<file path="src/rtl/riscv_alu_seq_pkg.sv">
// Shared definitions for the sequential ALU: ctrl encoding, op classes, FSM states.
// Latency: n/a (types, constants and pure helper functions only).
// Backpressure: n/a.
package riscv_alu_seq_pkg;

  // Internal 4-bit ALU control encoding produced by the decoder
  typedef enum logic [3:0] {
    ALU_ADD  = 4'b0000,
    ALU_SLL  = 4'b0001,
    ALU_SLT  = 4'b0010,
    ALU_SLTU = 4'b0011,
    ALU_XOR  = 4'b0100,
    ALU_SRL  = 4'b0101,
    ALU_OR   = 4'b0110,
    ALU_AND  = 4'b0111,
    ALU_SUB  = 4'b1000,
    ALU_ADDW = 4'b1001,
    ALU_SUBW = 4'b1010,
    ALU_SLLW = 4'b1011,
    ALU_SRLW = 4'b1100,
    ALU_SRA  = 4'b1101,
    ALU_SRAW = 4'b1110,
    ALU_BAD  = 4'b1111
  } alu_ctrl_e;

  // alu_op class codes coming from the main decoder
  localparam logic [2:0] OP_ADD = 3'b000;
  localparam logic [2:0] OP_SUB = 3'b001;
  localparam logic [2:0] OP_R   = 3'b010;
  localparam logic [2:0] OP_I   = 3'b011;
  localparam logic [2:0] OP_RW  = 3'b110;
  localparam logic [2:0] OP_IW  = 3'b111;

  // Sequencer states
  typedef enum logic [1:0] {
    ST_IDLE  = 2'b00,
    ST_EXEC  = 2'b01,
    ST_SHIFT = 2'b10,
    ST_DONE  = 2'b11
  } state_e;

  function automatic logic is_shift(input alu_ctrl_e c);
    return c inside {ALU_SLL, ALU_SRL, ALU_SRA, ALU_SLLW, ALU_SRLW, ALU_SRAW};
  endfunction

  // W ops work on the low 32 bits and sign-extend the 32-bit result
  function automatic logic is_word(input alu_ctrl_e c);
    return c inside {ALU_ADDW, ALU_SUBW, ALU_SLLW, ALU_SRLW, ALU_SRAW};
  endfunction

  function automatic logic is_left(input alu_ctrl_e c);
    return c inside {ALU_SLL, ALU_SLLW};
  endfunction

  function automatic logic is_arith(input alu_ctrl_e c);
    return c inside {ALU_SRA, ALU_SRAW};
  endfunction

endpackage

</file>
<file path="src/rtl/riscv_alu_decode.sv">
// Combinational {alu_op, func_code} -> 4-bit ALU ctrl decoder; W ops become bad when XLEN==32.
// Latency: 0 cycles (pure combinational).
// Backpressure: none; the sequencer samples ctrl only when it accepts a request.
module riscv_alu_decode
  import riscv_alu_seq_pkg::*;
#(
  parameter int XLEN = 64
) (
  input  logic [2:0] alu_op,
  input  logic [3:0] func_code,
  output logic [3:0] ctrl
);

  alu_ctrl_e dec;

  // Map op class plus {funct7[5], funct3} onto the internal ctrl encoding
  always_comb begin
    dec = ALU_BAD;
    case (alu_op)
      OP_ADD: dec = ALU_ADD;
      OP_SUB: dec = ALU_SUB;
      OP_R: begin
        // R-type: code is used as-is; only sub and sra may carry funct7[5]
        if (!func_code[3])              dec = alu_ctrl_e'(func_code);
        else if (func_code == 4'b1000)  dec = ALU_SUB;
        else if (func_code == 4'b1101)  dec = ALU_SRA;
        else                            dec = ALU_BAD;
      end
      OP_I: begin
        // I-type: funct7[5] is really immediate bits, so it is ignored except on shifts
        case (func_code)
          4'b0001: dec = ALU_SLL;
          4'b1001: dec = ALU_BAD;
          4'b0101: dec = ALU_SRL;
          4'b1101: dec = ALU_SRA;
          default: dec = alu_ctrl_e'({1'b0, func_code[2:0]});
        endcase
      end
      OP_RW, OP_IW: begin
        case (func_code)
          4'b0000: dec = ALU_ADDW;
          // addiw has no subtract form; bit3 is just immediate there
          4'b1000: dec = (alu_op == OP_RW) ? ALU_SUBW : ALU_ADDW;
          4'b0001: dec = ALU_SLLW;
          4'b0101: dec = ALU_SRLW;
          4'b1101: dec = ALU_SRAW;
          default: dec = ALU_BAD;
        endcase
      end
      default: dec = ALU_BAD;
    endcase
    // RV32 has no W instructions
    if (XLEN == 32 && is_word(dec)) dec = ALU_BAD;
  end

  assign ctrl = dec;

endmodule

</file>
<file path="src/rtl/riscv_alu_seq.sv">
// Sequential EX-stage ALU: decodes, executes, returns one registered result (RISCV_ALU_FAST_SHIFT_EN selects a barrel shifter).
// Latency: 2 edges accept->out_valid; iterative shifts take 1 + ceil(shamt/SHIFT_STEP) + 1 edges.
// Backpressure: one op in flight; in_ready low while busy, result/illegal held in DONE until out_ready; flush kills.
module riscv_alu_seq
  import riscv_alu_seq_pkg::*;
#(
  parameter int XLEN       = 64,
  parameter int SHIFT_STEP = 4
) (
  input  logic            clk,
  input  logic            rst_n,
  input  logic            flush,
  input  logic            in_valid,
  output logic            in_ready,
  input  logic [2:0]      alu_op,
  input  logic [3:0]      func_code,
  input  logic [XLEN-1:0] src_a,
  input  logic [XLEN-1:0] src_b,
  output logic            out_valid,
  input  logic            out_ready,
  output logic [XLEN-1:0] result,
  output logic            illegal
);

  // Wide enough for any shift amount (0..63) and for SHIFT_STEP up to 64
  localparam int            CW   = 7;
  localparam logic [CW-1:0] STEP = CW'(SHIFT_STEP);

  state_e          state_q, state_d;
  logic [XLEN-1:0] a_q, a_d;
  logic [XLEN-1:0] b_q, b_d;
  alu_ctrl_e       ctrl_q, ctrl_d;
  logic [XLEN-1:0] shf_q, shf_d;
  logic [CW-1:0]   rem_q, rem_d;
  logic [XLEN-1:0] result_q, result_d;
  logic            illegal_q, illegal_d;

  logic [3:0]      dec_ctrl;
  logic            sh_op, w_op, sh_left, sh_arith, go_shift;
  logic [CW-1:0]   shamt;
  logic [CW-1:0]   step;
  logic [CW-1:0]   rem_next;
  logic [XLEN-1:0] shf_init;
  logic [XLEN-1:0] shf_step;
  logic [XLEN-1:0] sum, diff;
  logic [XLEN-1:0] exec_res;

  riscv_alu_decode #(
    .XLEN(XLEN)
  ) u_decode (
    .alu_op   (alu_op),
    .func_code(func_code),
    .ctrl     (dec_ctrl)
  );

  function automatic logic [XLEN-1:0] sext32(input logic [31:0] v);
    logic [XLEN-1:0] r;
    r       = {XLEN{v[31]}};
    r[31:0] = v;
    return r;
  endfunction

  // W results keep only the low word and sign-extend it
  function automatic logic [XLEN-1:0] finish_res(input logic [XLEN-1:0] v, input logic w);
    return w ? sext32(v[31:0]) : v;
  endfunction

  function automatic logic [XLEN-1:0] shift_by(input logic [XLEN-1:0] v, input logic [CW-1:0] n,
                                               input logic left, input logic arith);
    if (left)       return v << n;
    else if (arith) return $signed(v) >>> n;
    else            return v >> n;
  endfunction

  assign sh_op    = is_shift(ctrl_q);
  assign w_op     = is_word(ctrl_q);
  assign sh_left  = is_left(ctrl_q);
  assign sh_arith = is_arith(ctrl_q);

  // Shift amount and shifter operand derived from the latched request
  always_comb begin
    shamt = '0;
    if (XLEN == 64 && !w_op) shamt = CW'(b_q[5:0]);
    else                     shamt = CW'(b_q[4:0]);
    // Right W shifts must see only the low word, extended the way the shift fills
    shf_init = a_q;
    if (ctrl_q == ALU_SRLW) begin
      shf_init       = '0;
      shf_init[31:0] = a_q[31:0];
    end else if (ctrl_q == ALU_SRAW) begin
      shf_init = sext32(a_q[31:0]);
    end
  end

  // Single-cycle result for everything the EXEC state can finish on its own
  always_comb begin
    sum      = a_q + b_q;
    diff     = a_q - b_q;
    exec_res = '0;
    case (ctrl_q)
      ALU_ADD:  exec_res    = sum;
      ALU_SUB:  exec_res    = diff;
      ALU_SLT:  exec_res[0] = $signed(a_q) < $signed(b_q);
      ALU_SLTU: exec_res[0] = a_q < b_q;
      ALU_XOR:  exec_res    = a_q ^ b_q;
      ALU_OR:   exec_res    = a_q | b_q;
      ALU_AND:  exec_res    = a_q & b_q;
      ALU_ADDW: exec_res    = sext32(sum[31:0]);
      ALU_SUBW: exec_res    = sext32(diff[31:0]);
      default: begin
`ifdef RISCV_ALU_FAST_SHIFT_EN
        if (sh_op) exec_res = finish_res(shift_by(shf_init, shamt, sh_left, sh_arith), w_op);
`else
        // Only zero-amount shifts finish in EXEC in the iterative build
        if (sh_op) exec_res = finish_res(shf_init, w_op);
`endif
      end
    endcase
  end

  // Decide whether EXEC hands off to the iterative shifter
  always_comb begin
`ifdef RISCV_ALU_FAST_SHIFT_EN
    go_shift = 1'b0;
`else
    go_shift = sh_op && (shamt != '0);
`endif
  end

  // Next-state and datapath update; flush overrides every transition
  always_comb begin
    state_d   = state_q;
    a_d       = a_q;
    b_d       = b_q;
    ctrl_d    = ctrl_q;
    shf_d     = shf_q;
    rem_d     = rem_q;
    result_d  = result_q;
    illegal_d = illegal_q;
    step      = (rem_q < STEP) ? rem_q : STEP;
    shf_step  = shift_by(shf_q, step, sh_left, sh_arith);
    rem_next  = rem_q - step;
    case (state_q)
      ST_IDLE: begin
        if (in_valid && in_ready) begin
          a_d     = src_a;
          b_d     = src_b;
          ctrl_d  = alu_ctrl_e'(dec_ctrl);
          state_d = ST_EXEC;
        end
      end
      ST_EXEC: begin
        if (go_shift) begin
          shf_d   = shf_init;
          rem_d   = shamt;
          state_d = ST_SHIFT;
        end else begin
          result_d  = exec_res;
          illegal_d = (ctrl_q == ALU_BAD);
          state_d   = ST_DONE;
        end
      end
      ST_SHIFT: begin
        shf_d = shf_step;
        rem_d = rem_next;
        if (rem_next == '0) begin
          result_d  = finish_res(shf_step, w_op);
          illegal_d = 1'b0;
          state_d   = ST_DONE;
        end
      end
      ST_DONE: begin
        if (out_ready) state_d = ST_IDLE;
      end
      default: state_d = ST_IDLE;
    endcase
    if (flush) state_d = ST_IDLE;
  end

  // FSM state register
  always_ff @(posedge clk or negedge rst_n) begin
    if (!rst_n) state_q <= ST_IDLE;
    else        state_q <= state_d;
  end

  // Operand, shifter and result registers
  always_ff @(posedge clk or negedge rst_n) begin
    if (!rst_n) begin
      a_q       <= '0;
      b_q       <= '0;
      ctrl_q    <= ALU_ADD;
      shf_q     <= '0;
      rem_q     <= '0;
      result_q  <= '0;
      illegal_q <= 1'b0;
    end else begin
      a_q       <= a_d;
      b_q       <= b_d;
      ctrl_q    <= ctrl_d;
      shf_q     <= shf_d;
      rem_q     <= rem_d;
      result_q  <= result_d;
      illegal_q <= illegal_d;
    end
  end

  assign in_ready  = (state_q == ST_IDLE) && !flush;
  assign out_valid = (state_q == ST_DONE);
  assign result    = result_q;
  assign illegal   = illegal_q;

endmodule

</file>
<file path="config.mk">
export PLATFORM = sky130hd
export DESIGN_NAME = riscv_alu_seq
export DESIGN_NICKNAME = d
export VERILOG_FILES = /design/src/rtl/riscv_alu_seq_pkg.sv /design/src/rtl/riscv_alu_decode.sv /design/src/rtl/riscv_alu_seq.sv
export SDC_FILE = /design/constraint.sdc
export NUM_CORES = 1
export LEC_CHECK = 0
export ABC_AREA = 1
export CAP_MARGIN = 20
export CELL_PAD_IN_SITES_DETAIL_PLACEMENT = 1
export CELL_PAD_IN_SITES_GLOBAL_PLACEMENT = 1
export CORE_ASPECT_RATIO = 1.2
export CORE_UTILIZATION = 40
export CTS_CLUSTER_SIZE = 8
export DETAILED_ROUTE_END_ITERATION = 8
export GPL_TIMING_DRIVEN = 0
export PLACE_DENSITY_LB_ADDON = 0.15
export SLEW_MARGIN = 30
export SYNTH_ARGS = -nofsm -noshare
export SYNTH_HDL_FRONTEND = slang
export SYNTH_SLANG_ARGS = --single-unit
export TNS_END_PERCENT = 10
</file>
<file path="constraint.sdc">
create_clock -name clk -period 7.2 [get_ports clk]
set_input_delay 1.08 -clock clk [delete_from_list [all_inputs] [get_ports clk]]
set_output_delay 1.08 -clock clk [all_outputs]
set_load 0.01 [all_outputs]
</file>
==> flow_summary.json, run 1 <==
{
  "fin_crit_ns": 4.67,
  "nets": 6421,
  "hold_path.class": "in2async",
  "cts_buffer_depth": 3,
  "slew_headroom": 0.237,
  "synth_area_sq_um": 32500,
  "synth-seq-area-share": 0.208,
  "grt_pass1_wl_um": 286000,
  "finalWirelength_um": 201000,
  "setup_violations": 0,
  "path_class": "reg2reg",
  "drt_first_iter_violations": 4484,
  "fmax_mhz": 214,
  "final_hold_viol_count": 0,
  "drtPass1Iterations": 8,
  "cts_buffers": 40,
  "setup.worst_path.end": "result[43]$_DFFE_PN0P_",
  "synth-edff-count": 0,
  "yosys_warnings": 0,
  "skew_ns": 0.0528,
  "port_buffers": 206,
  "grt_usage": 0.475,
  "ff2ff_path_depth": 17,
  "die_w_um": 262,
  "gp_congestion": 1.07,
  "place_inst": 7065,
  "cp-startpoint": "a_q[30]$_DFFE_PN0P_",
  "final_common_cell": "nand2_1",
  "post-route-drc-count": 0,
  "postSynthNetCount": 6169,
  "ys_seq_elements": 270,
  "maxCapViolCount": 0,
  "cp.arrival_ns": 5.13,
  "crit_required_ns": 7.67,
  "coreArea_sq_um": 80600,
  "r2r_start": "a_q[30]$_DFFE_PN0P_",
  "tritoncts": "yes",
  "n_fill_cell": 11412,
  "antenna_found_initial": 18,
  "clkSlewWorstSetupHoldPaths_ns": 0.06,
  "syn_avg_cell_area_sq_um": 5.60,
  "rsz0062_at_grt": "no",
  "die_h_um": 314,
  "cts.sinks": 270,
  "synthArstFlopShare": 1.00,
  "post-cts-setup-buffer-count": 0,
  "ant_nets": 0,
  "grt_max_degree": 83,
  "first_global_vias": 43025,
  "critPathCaptureType": "flop",
  "die-area_sq_um": 82500,
  "drive_gt1_frac": 0.0361,
  "hpwl_um": 168000,
  "io_pins": 207,
  "viasPerCell": 5.91,
  "startpoint_type": "flop",
  "layout_common_cells": "nand2_1 (2,156), inv_1 (937), nand3_1 (484)",
  "clockRootBuffer": "clkbuf_16",
  "htreeDepth": 2,
  "wl_per_cell_um": 28.3,
  "cts-resized-gates": 0,
  "fin_crit_sh": 0.648,
  "grt_overflow": 0,
  "crit_fanout": 10,
  "areaGrowthSynthToFinish_pct": 14.2,
  "start_util": 0.404,
  "worst_slew_pin_slew_ns": 1.14,
  "ff2ff_setup_slack_ns": 2.53,
  "rows": 114,
  "synthCells": 5811,
  "final_cells": 7119,
  "synthFlopType": "dfrtp_1",
  "synth.distinct_cells": 58,
  "r2r-end": "result[43]$_DFFE_PN0P_",
  "clk_latency_ns": 0.63,
  "status": "complete, no violations",
  "hold_buffers": 0,
  "vias": 42077,
  "drv_slew": 0
}
-- metrics by stage --
| stage | setup WS, ns | hold WS (ns) | area (sq um) | setup TNS [ns] | util |
|---|---|---|---|---|---|
| after global placement | -6.76 | 0.466 | 35900 | -1804.15 | 0.446 |
| after CTS | 2.80 | 0.360 | 37100 | 0 | 0.461 |
| final | 2.53 | 0.355 | 37100 | 0 | 0.461 |
| after detailed placement | 2.84 | 0.478 | 36000 | 0 | 0.447 |
| after global routing | 2.66 | 0.380 | 37100 | 0 | 0.461 |
| after floorplan | 4.80 | 0.452 | 32500 | 0 | - |
-- registers in the layout, summed over array words and instances (netlist names) --
signal,cells
result,64
state_q,2
b_q,64
rem_q,7
ctrl_q,4
shf_q,64
illegal,1
a_q,64
-- worst max-delay path, stage by stage (launching register included) --
cell and delay (ns):
dfrtp_1 0.59, inv_1 0.31, ha_1 0.39, buf_2 0.25, nand2_1 0.14, nor2_1 0.16
inv_1 0.10, nor2_1 0.47, a21oi_1 0.21, nand2_1 0.31, nand2_1 0.19, nand3_4 0.23
buf_6 0.19, nand3_1 0.11, nor2_1 0.43, nand3_1 0.16, nand2_1 0.17, nand2_1 0.07
-- worst min-delay path by stage --
stage	cells after the start	start	slack, ns	end
2_1_floorplan	2	shf_q[40]$_DFFE_PN0P_	0.45	shf_q[40]$_DFFE_PN0P_
3_3_place_gp	2	result[11]$_DFFE_PN0P_	0.47	result[11]$_DFFE_PN0P_
3_5_place_dp	2	result[52]$_DFFE_PN0P_	0.48	result[52]$_DFFE_PN0P_
4_1_cts	1	rst_n	0.36	result[49]$_DFFE_PN0P_
5_1_grt	1	rst_n	0.38	result[49]$_DFFE_PN0P_
6_report	1	rst_n	0.36	result[49]$_DFFE_PN0P_
-- Yosys cell counts, drive strengths merged (7+ instances only) --
cell type / count / area [sq um]
nand2: 2168 / 8190
inv: 949 / 3570
nand3: 486 / 2460
nor2: 433 / 1660
o21ai: 404 / 2040
dfrtp: 270 / 6760
a21oi: 268 / 1350
ha: 216 / 2700
buf: 138 / 813
clkbuf: 116 / 438
o22ai: 59 / 369
nand4: 58 / 363
a22oi: 37 / 278
nor3: 31 / 155
nand3b: 23 / 173
o21bai: 21 / 158
a21boi: 18 / 135
o2111ai: 14 / 123
o221ai: 14 / 123
o211ai: 13 / 97.6
a221oi: 11 / 96.3
mux2i: 11 / 110
a31oi: 8 / 56.3
clkinv: 7 / 26.3
-- logic make-up (layout without fill, tap and decap cells) --
group | count (synthesis) | after routing | synth area share
and+or+nand+nor | 3211 | 3211 | 0.402
DFF | 270 | 270 | 0.208
AOI/OAI and AO/OA | 884 | 884 | 0.152
buffers and inverters | 1210 | 1468 | 0.149
xor gates and xnor gates | 6 | 6 | 0.00161
adders and majority gates | 218 | 218 | 0.0843
muxes | 11 | 11 | 0.00338
other | 1 | 7 | 0.000115
-- routing by layer --
layer | part of all wire | up-vias | global-route usage
li1 | - | 18717 | -
met1 | 0.37 | 20334 | 0.533
met2 | 0.45 | 2238 | 0.774
met3 | 0.082 | 776 | 0.0991
met4 | 0.096 | 12 | 0.407
met5 | 0.00049 | - | 0
-- final cells by class --
| cell class | count | area (sq um) | area share |
|---|---|---|---|
| multi-input combinational | 4331 | 20900 | 0.564 |
| sequential | 270 | 6760 | 0.182 |
| tap | 1044 | 1310 | 0.0352 |
| clock inverter | 5 | 80.1 | 0.00216 |
| clock buffer | 43 | 1010 | 0.0272 |
| antenna | 6 | 15.0 | 0.000404 |
| buffer | 254 | 1270 | 0.0341 |
| timing repair buffer | 210 | 2180 | 0.0586 |
| inverter | 956 | 3600 | 0.0969 |
Power of run 1 is not shown: default switching activity piles up to over one toggle a cycle in this logic, so the estimate is an artifact.
==> inputs of run 2 (changes only) <==
clock period = 4.5 ns   (was 7.2 ns; I/O delays follow)
==> run 2 against run 1 <==
The run now ends with setup timing left. Clock skew shrank 0.00062 ns. Register-to-register slack lost 2.7 ns. Cell count is essentially flat. Sequential share of layout area is essentially flat. Die area is the same. Routed wire length is essentially flat. Worst hold slack gained 0.13 ns. Setup slack lost 2.7 ns. Critical path type unchanged.
==> flow_summary.json, run 2 (synthesis results as in run 1) <==
{
  "crit_required_ns": 4.97,
  "fmax_mhz": 216,
  "start_util": 0.404,
  "cts_buffer_depth": 3,
  "nets": 6422,
  "gp_congestion": 1.07,
  "layout_common_cells": "nand2_1 (2,156), inv_1 (937), nand3_1 (484)",
  "ant_nets": 0,
  "rsz0062_at_grt": "no",
  "cts_buffers": 40,
  "cp.arrival_ns": 5.10,
  "worstPathCellList": "inv_1 > ha_1 > buf_2 > nand2_1 > nor2_1 > inv_1 > nor2_1 > a21oi_1 > nand2_1 > nand2_1 > nand3_4 > buf_6 > nand3_1 > nor2_1 > nand3_1 > nand2_1 > nand2_1",
  "hold_path.class": "reg2reg",
  "grt_pass1_wl_um": 286000,
  "crit_family": "simple AND/OR/NAND/NOR gates",
  "crit_slowest_cell": "dfrtp_1",
  "vias": 42361,
  "hold_ws_ns": 0.487,
  "dp_slack_ns": 0.171,
  "cpPeakStageDelay_ns": 0.58,
  "grt_overflow": 0,
  "critPathCaptureType": "flop",
  "postLayoutCellArea_sq_um": 37200,
  "skew_ns": 0.0521,
  "drt_first_iter_violations": 4554,
  "grt_max_degree": 83,
  "port_buffers": 206,
  "clk_latency_ns": 0.63,
  "worst_slew_pin_slew_ns": 1.14,
  "tns_ns": -0.332,
  "die_h_um": 314,
  "tritoncts": "yes",
  "rows": 114,
  "die-area_sq_um": 82500,
  "final_common_cell": "nand2_1",
  "crit_fanout": 10,
  "drtPass1Iterations": 6,
  "coreArea_sq_um": 80600,
  "status": "finished, violations left",
  "maxCapViolCount": 0,
  "viasPerCell": 5.95,
  "setup_ws_ns": -0.134,
  "placed_area_sq_um": 36000,
  "startpoint_type": "flop",
  "hpwl_um": 168000,
  "cts.sinks": 270,
  "wl_per_cell_um": 28.3,
  "htreeDepth": 2,
  "first_global_vias": 43037,
  "slew_headroom": 0.239,
  "finalWirelength_um": 201000,
  "drive_gt1_frac": 0.0362,
  "io_pins": 207,
  "drv_slew": 0,
  "post-route-drc-count": 0,
  "path_common_cell": "nand2_1",
  "grt_usage": 0.475,
  "clockRootBuffer": "clkbuf_16",
  "path_class": "reg2reg",
  "setup_violations": 7,
  "fin_crit_sh": 1.03,
  "antenna_found_initial": 18,
  "timing.critical_path.buf_inv": 4,
  "final_hold_viol_count": 0,
  "n_fill_cell": 11411,
  "post-cts-setup-buffer-count": 0,
  "die_w_um": 262,
  "clkSlewWorstSetupHoldPaths_ns": 0.05,
  "fin_crit_ns": 4.63,
  "areaGrowthSynthToFinish_pct": 14.2,
  "violations": "setup timing"
}
[run 2: cell types whose count changed in the layout (fill, tap and decap cells not counted), sizes merged]
cell / change
dlygate4sd3: +1
diode: +2
[run 2: area by class of cell]
type | count | area (sq um) | area share
diodes | 8 | 20.0 | 0.000539
clock buffers | 43 | 1010 | 0.0272
flip-flops and latches | 270 | 6760 | 0.182
inverters | 956 | 3600 | 0.0968
multi-input cells | 4331 | 20900 | 0.563
plain buffers | 254 | 1270 | 0.0341
clock inverters | 5 | 80.1 | 0.00215
repair buffers | 211 | 2190 | 0.0588
well taps | 1044 | 1310 | 0.0351
[run 2: stage by stage]
stage	std cells	util
after global placement	7061	0.446
after floorplan	5811	-
final	7122	0.461
after detailed placement	7065	0.447
after global routing	7116	0.461
after CTS	7114	0.461
[run 2: worst register-to-register path: cells and delay by family, from the launching register on]
kind                       cells  cell delay (ns)
and+or+nand+nor               11             2.43
adders and majority gates      1             0.40
AOI/OAI and AO/OA              1             0.22
DFF                            1             0.58
buffers and inverters          4             0.86
[run 2: timing repair]
item                                    4_1_cts  5_1_grt
endpoints found under the setup margin        0        1
resized for setup                             0        1
hold buffers                                  1        0
hold endpoints to repair                     30        0
[run 2: final timing paths]
kind	end	cells past startpoint	slack, ns	startpoint
worst max-delay path	result[43]$_DFFE_PN0P_	17	-0.13	a_q[30]$_DFFE_PN0P_
worst min-delay path	result[52]$_DFFE_PN0P_	2	0.49	result[52]$_DFFE_PN0P_
worst max register to register	result[43]$_DFFE_PN0P_	17	-0.13	a_q[30]$_DFFE_PN0P_
worst min register to register	result[52]$_DFFE_PN0P_	2	0.49	result[52]$_DFFE_PN0P_
max in group asynchronous	a_q[18]$_DFFE_PN0P_	4	2.73	rst_n
min in group asynchronous	result[49]$_DFFE_PN0P_	2	0.56	rst_n
[run 2: layer usage]
layer | GRT usage | wire (um) | share of wire
met3 | 0.0991 | 16800 | 0.084
met2 | 0.774 | 90200 | 0.45
met1 | 0.533 | 74600 | 0.37
met4 | 0.407 | 19600 | 0.097
met5 | 0 | 99 | 0.00049
Power of run 2 is left out for the same reason.
